### src/rtl/router_reg_gen.sv
// Router input register stage: header capture, FIFO write path with an in-order
// hold queue for fifo_full back-pressure, configurable packet check and error counter.
module router_reg_gen #(
  parameter int DATA_W     = 8,
  parameter int HOLD_DEPTH = 2,
  parameter int CHK_MODE   = 0,
  parameter int ERR_CNT_W  = 8
) (
  input  logic                              clk,
  input  logic                              resetn,
  input  logic                              pkt_valid,
  input  logic [DATA_W-1:0]                 din,
  input  logic                              fifo_full,
  input  logic                              rst_int_reg,
  input  logic                              detect_add,
  input  logic                              lfd_state,
  input  logic                              ld_state,
  input  logic                              laf_state,
  output logic                              parity_done,
  output logic                              low_pkt_valid,
  output logic                              err,
  output logic [DATA_W-1:0]                 dout,
  output logic                              dout_valid,
  output logic [$clog2(HOLD_DEPTH+1)-1:0]   hold_count,
  output logic                              hold_ovf,
  output logic [ERR_CNT_W-1:0]              err_count
);

  localparam int CNT_W = $clog2(HOLD_DEPTH + 1);
  localparam int PTR_W = (HOLD_DEPTH > 1) ? $clog2(HOLD_DEPTH) : 1;

  function automatic logic [DATA_W-1:0] chk_op(input logic [DATA_W-1:0] a,
                                               input logic [DATA_W-1:0] b);
    if (CHK_MODE == 1) chk_op = a + b;
    else               chk_op = a ^ b;
  endfunction

  logic [DATA_W-1:0]    r_header;
  logic [DATA_W-1:0]    r_packet;
  logic [DATA_W-1:0]    r_internal;
  logic                 r_parity_done;
  logic                 r_low_pkt_valid;
  logic                 r_err;
  logic [DATA_W-1:0]    r_dout;
  logic                 r_dout_valid;
  logic                 r_hold_ovf;
  logic [ERR_CNT_W-1:0] r_err_count;
  logic [DATA_W-1:0]    r_hold [HOLD_DEPTH];
  logic [PTR_W-1:0]     r_rd_ptr;
  logic [PTR_W-1:0]     r_wr_ptr;
  logic [CNT_W-1:0]     r_count;

  logic             w_accept;
  logic             w_capture;
  logic             w_fwd;
  logic             w_empty;
  logic             w_full;
  logic             w_pop;
  logic             w_direct;
  logic             w_push_req;
  logic             w_drop;
  logic             w_push;
  logic             w_accum;
  logic             w_err_next;
  logic [PTR_W-1:0] w_rd_ptr_inc;
  logic [PTR_W-1:0] w_wr_ptr_inc;

  assign w_accept  = ld_state && pkt_valid;
  assign w_capture = ld_state && !pkt_valid && !r_low_pkt_valid;
  // The check byte travels the same data path as payload.
  assign w_fwd     = w_accept || w_capture;
  assign w_empty   = (r_count == '0);
  assign w_full    = (r_count == CNT_W'(HOLD_DEPTH));

  assign w_pop      = !lfd_state && !w_empty && !fifo_full && (ld_state || laf_state);
  assign w_direct   = !lfd_state && w_empty && w_fwd && !fifo_full;
  assign w_push_req = w_fwd && !w_direct;
  // A simultaneous pop frees the slot the push needs, so a full queue only drops without one.
  assign w_drop     = w_push_req && w_full && !w_pop;
  assign w_push     = w_push_req && !w_drop;
  assign w_accum    = w_accept && !w_drop;

  assign w_err_next   = !rst_int_reg && r_parity_done && (r_internal != r_packet);
  assign w_rd_ptr_inc = (r_rd_ptr == PTR_W'(HOLD_DEPTH - 1)) ? '0 : r_rd_ptr + PTR_W'(1);
  assign w_wr_ptr_inc = (r_wr_ptr == PTR_W'(HOLD_DEPTH - 1)) ? '0 : r_wr_ptr + PTR_W'(1);

  always_ff @(posedge clk or negedge resetn) begin
    if (!resetn) begin
      r_header        <= '0;
      r_packet        <= '0;
      r_internal      <= '0;
      r_parity_done   <= 1'b0;
      r_low_pkt_valid <= 1'b0;
      r_err           <= 1'b0;
      r_dout          <= '0;
      r_dout_valid    <= 1'b0;
      r_hold_ovf      <= 1'b0;
      r_err_count     <= '0;
      r_rd_ptr        <= '0;
      r_wr_ptr        <= '0;
      r_count         <= '0;
      for (int i = 0; i < HOLD_DEPTH; i++) r_hold[i] <= '0;
    end else begin
      if (detect_add && pkt_valid) r_header <= din;

      r_dout_valid <= lfd_state || w_pop || w_direct;
      if (lfd_state)     r_dout <= r_header;
      else if (w_pop)    r_dout <= r_hold[r_rd_ptr];
      else if (w_direct) r_dout <= din;

      if (w_push) begin
        r_hold[r_wr_ptr] <= din;
        r_wr_ptr         <= w_wr_ptr_inc;
      end
      if (w_pop) r_rd_ptr <= w_rd_ptr_inc;
      if (w_push && !w_pop)      r_count <= r_count + CNT_W'(1);
      else if (w_pop && !w_push) r_count <= r_count - CNT_W'(1);
      if (w_drop) r_hold_ovf <= 1'b1;

      if (detect_add || rst_int_reg) r_internal <= '0;
      else if (lfd_state)            r_internal <= r_header;
      else if (w_accum)              r_internal <= chk_op(r_internal, din);

      if (w_capture)                      r_packet <= din;
      else if (detect_add || rst_int_reg) r_packet <= '0;

      if (detect_add)     r_parity_done <= 1'b0;
      else if (w_capture) r_parity_done <= 1'b1;

      if (w_capture)        r_low_pkt_valid <= 1'b1;
      else if (rst_int_reg) r_low_pkt_valid <= 1'b0;

      r_err <= w_err_next;
      if (w_err_next && !r_err && (r_err_count != '1)) r_err_count <= r_err_count + ERR_CNT_W'(1);
    end
  end

  assign parity_done   = r_parity_done;
  assign low_pkt_valid = r_low_pkt_valid;
  assign err           = r_err;
  assign dout          = r_dout;
  assign dout_valid    = r_dout_valid;
  assign hold_count    = r_count;
  assign hold_ovf      = r_hold_ovf;
  assign err_count     = r_err_count;

endmodule
### config.mk
export PLATFORM = sky130hd
export DESIGN_NAME = router_reg_gen
export DESIGN_NICKNAME = d
export VERILOG_FILES = /design/src/rtl/router_reg_gen.sv
export SDC_FILE = /design/constraint.sdc
export NUM_CORES = 1
export LEC_CHECK = 0
export BUFFER_PORTS_ARGS = -buffer_cell sky130_fd_sc_hd__buf_2
export CORE_ASPECT_RATIO = 1.75
export CORE_MARGIN = 4
export CORE_UTILIZATION = 55
export DETAILED_ROUTE_END_ITERATION = 10
export GPL_TIMING_DRIVEN = 1
export PLACE_DENSITY = 0.76
export RECOVER_POWER = 50
export SETUP_SLACK_MARGIN = 0.1
export SKIP_CTS_REPAIR_TIMING = 1
export SLEW_MARGIN = 15
export SYNTH_ARGS = -nofsm -noshare
export SYNTH_HDL_FRONTEND = slang
export SYNTH_SLANG_ARGS = --single-unit
### constraint.sdc
create_clock -name clk -period 2.2 [get_ports clk]
set_input_delay 0.11 -clock clk [delete_from_list [all_inputs] [get_ports clk]]
set_output_delay 0.11 -clock clk [all_outputs]
set_load 0.03 [all_outputs]
==> flow_summary.yaml <==
synth:
  synth_compound_area_frac: 0.133
  synth.avg_cell_area_um2: 11.6
  synth_xor_area_frac: 0.0524
  synth.largest_area_cell: "dfrtp_1"
  ys_warn_count: 0
  synthFlopType: "dfrtp_1"
  synth-edff-count: 0
  syn_nets: 308
  syn_area_mm2: 0.00334
  yosys.area.top_type_share: 0.486
  synth_area_leaders: "dfrtp_1 49%, mux2_4 7.2%, xnor2_1 3.1%"
  ys_async_sr_fraction: 1.00
  synth_fa_ha_area_frac: 0.00748
  syn_inst: 289
  synth_seq_cells: 65
  synth.area.mux_share: 0.126
  synth_top_family_by_area: "simple AND/OR/NAND/NOR gates"
  seq_area_frac_synth: 0.486
  synthSimpleGateAreaFrac: 0.164
  synth.distinct_cells: 46
global_routing:
  grt_util_all_layers: 0.204
  grt_util_met1: 0.241
  grt_overflow_total: 0
  grt_pass1_wl_mm: 11.5
  antenna_found_initial: 0
  grt_max_degree: 66
  grt_use_met2: 0.349
  grt_pass1_vias: 2394
  grt.busiest_layer: "met2"
  met3_usage: 0.0375
critical_path:
  cp_max_fo: 6
  worstPathArrival_ns: 2.30
  worstPathRequired_ns: 2.46
  path_class: "reg2reg"
  critPathCaptureType: "flip-flop"
  start_kind: "flip-flop"
power:
  pwr_density_cell_mw_per_mm2: 1110
  intPower_mw: 2.79
  p_clk_frac: 0.254
  p_seq_frac: 0.431
  power.leakage_nw: 1.74
  power_frac_comb: 0.315
  p_sw_mw: 1.45
  switching_share: 0.342
  ir_worst_vdd_mv: 0.805
timing:
  worstMarginPinSlew_ns: 0.697
  slew_headroom: 0.536
  fin_worst_skew_ns: 0.00824
  finalHoldViolCount: 0
  fin_ws_ns: 0.166
  period_needed_ns: 2.03
  finalCritPeriodShare: 0.925
  timing.fmax_ghz: 0.492
  rsz0062_at_grt: "no"
  hold_ws_ns: 0.0713
  maxSlewViolCount: 0
  fin_tns_setup_ns: 0
  setup_viol: 0
clock_network:
  cts_max_level: 3
  clkLatencyLatePin_ns: 0.34
  cts_buffer_depth: 2
  cts_tree: "done"
  root_buffer: "clkbuf_8"
  numCtsBuffers: 9
  cts.sinks: 65
  path_clk_slew_ns: 0.07
final_layout:
  final_common_cell: "dfrtp_1"
  finalNonFillerCells: 418
  antennaDiodeCount: 0
  num-nets-final: 354
  layout_common_cells: "63 x dfrtp_1, 28 x buf_2, 26 x nor2_1"
  fin_area_mm2: 0.00384
  layout-drive-gt1-share: 0.294
  num-fill-cells: 494
  area_growth_pct: 14.8
floorplanning:
  dieArea_mm2: 0.00744
  floorplan.initialDensity: 0.569
  rows: 37
  ios: 40
  die_w_um: 66.9
  coreArea_mm2: 0.00588
  dieHeight_um: 111
worst_hold_path:
  min_path_type: "in2reg"
detailed_routing:
  vias: 2365
  avgRoutedWirePerCell_um: 16.0
  drt_iter0_markers: 76
  ant_nets: 0
  firstDrtPassIters: 4
  drc_errors: 0
  drt-total-wl_mm: 6.67
  vias_per_cell: 5.66
placed_design:
  port-buffer-count: 39
  place_ws_ns: 0.186
  numPlacedInstances: 400
  place_congestion: 0.758
  hpwl_mm: 4.67
  place_area_mm2: 0.00363
job:
  cap_violations: 0
outcome:
  status: "completed"
-- synth_stat cells (2+ instances only) --
| cell | n |
|---|---|
| mux2_4 | 16 |
| ha_1 | 2 |
| a32oi_1 | 8 |
| dfrtp_1 | 65 |
| a211o_1 | 8 |
| or4b_1 | 7 |
| nand3_1 | 3 |
| nor4_1 | 2 |
| buf_6 | 2 |
| xnor2_1 | 12 |
| nand4_1 | 2 |
| o211ai_2 | 8 |
| inv_1 | 7 |
| nand2_2 | 6 |
| buf_2 | 3 |
| clkbuf_1 | 6 |
| mux2_2 | 8 |
| nand2_1 | 24 |
| o21ai_0 | 8 |
| mux2i_1 | 8 |
| a21oi_1 | 16 |
| nor3_1 | 11 |
| nor3_2 | 2 |
| nor2_1 | 26 |
| xor2_1 | 8 |
-- path summary, 6_finish.rpt --
kind | to | startpoint | slack [ns] | depth (start not counted)
worst max register to register | hold_count[1] | hold_count[0] | 0.17 | 8
min in group asynchronous | low_pkt_valid | resetn | 0.36 | 3
worst min register to register | err_count[7] | err_count[7] | 0.49 | 1
worst max-delay path | hold_count[1] | hold_count[0] | 0.17 | 8
worst min-delay path | r_packet[7] | din[7] | 0.07 | 3
max in group asynchronous | hold_count[1] | resetn | 1.55 | 3
-- layer usage --
layer	up-vias	part of all wire	routed length [um]
met5	-	0	0
met4	0	0.024	157
met3	15	0.033	223
met2	40	0.54	3600
met1	1188	0.40	2690
li1	1122	-	-
-- final cells by class --
cell class / count / area [um2] / area share
Clock inverter: 3 / 65.1 / 0.0169
Inverter: 9 / 37.5 / 0.00978
Clock buffer: 13 / 139 / 0.0362
Tap cell: 78 / 97.6 / 0.0254
Multi-Input combinational cell: 203 / 1620 / 0.421
Timing Repair Buffer: 47 / 255 / 0.0665
Sequential cell: 65 / 1630 / 0.424
-- state kept, by name, indices dropped and copies added, names as in the netlist, 2 cells and up --
| name | count |
|---|---|
| r_header | 8 |
| r_internal | 8 |
| r_hold | 16 |
| dout | 8 |
| hold_count | 2 |
| err_count | 8 |
| r_packet | 8 |
-- power groups by stage --
stage          Sequential, mW  Clock (mW)  Combinational [mW]
6_report                 1.83        1.08                1.34
3_5_place_dp             1.84           0                1.35
3_3_place_gp             1.82           0                1.32
2_1_floorplan            1.96           0               0.878
4_1_cts                  1.83        1.11                1.37
5_1_grt                  1.88        1.16                1.45
-- metrics by stage --
step                power, mW   util
floorplan                2.84      -
global placement         3.14  0.618
detailed placement       3.19  0.618
CTS                      4.30  0.653
global route             4.48  0.653
finish                   4.24  0.653
-- cell families (layout without fill, tap and decap cells) --
| group | Yosys count | count (layout) |
|---|---|---|
| simple gates | 94 | 94 |
| compound gates | 54 | 54 |
| mux | 33 | 33 |
| flops | 65 | 65 |
| xor+xnor | 20 | 20 |
| buf+inv | 21 | 72 |
| fa+ha+maj | 2 | 2 |
-- critical path: stages (launching register included) --
cell and delay, ns:
dfrtp_2 0.45, or4_4 0.56, nand3_2 0.10, nand2b_4 0.18, inv_4 0.06, ha_1 0.19
xor2_1 0.15, nor2_1 0.12, xor2_1 0.15
Power figures use the tool's default switching activity.
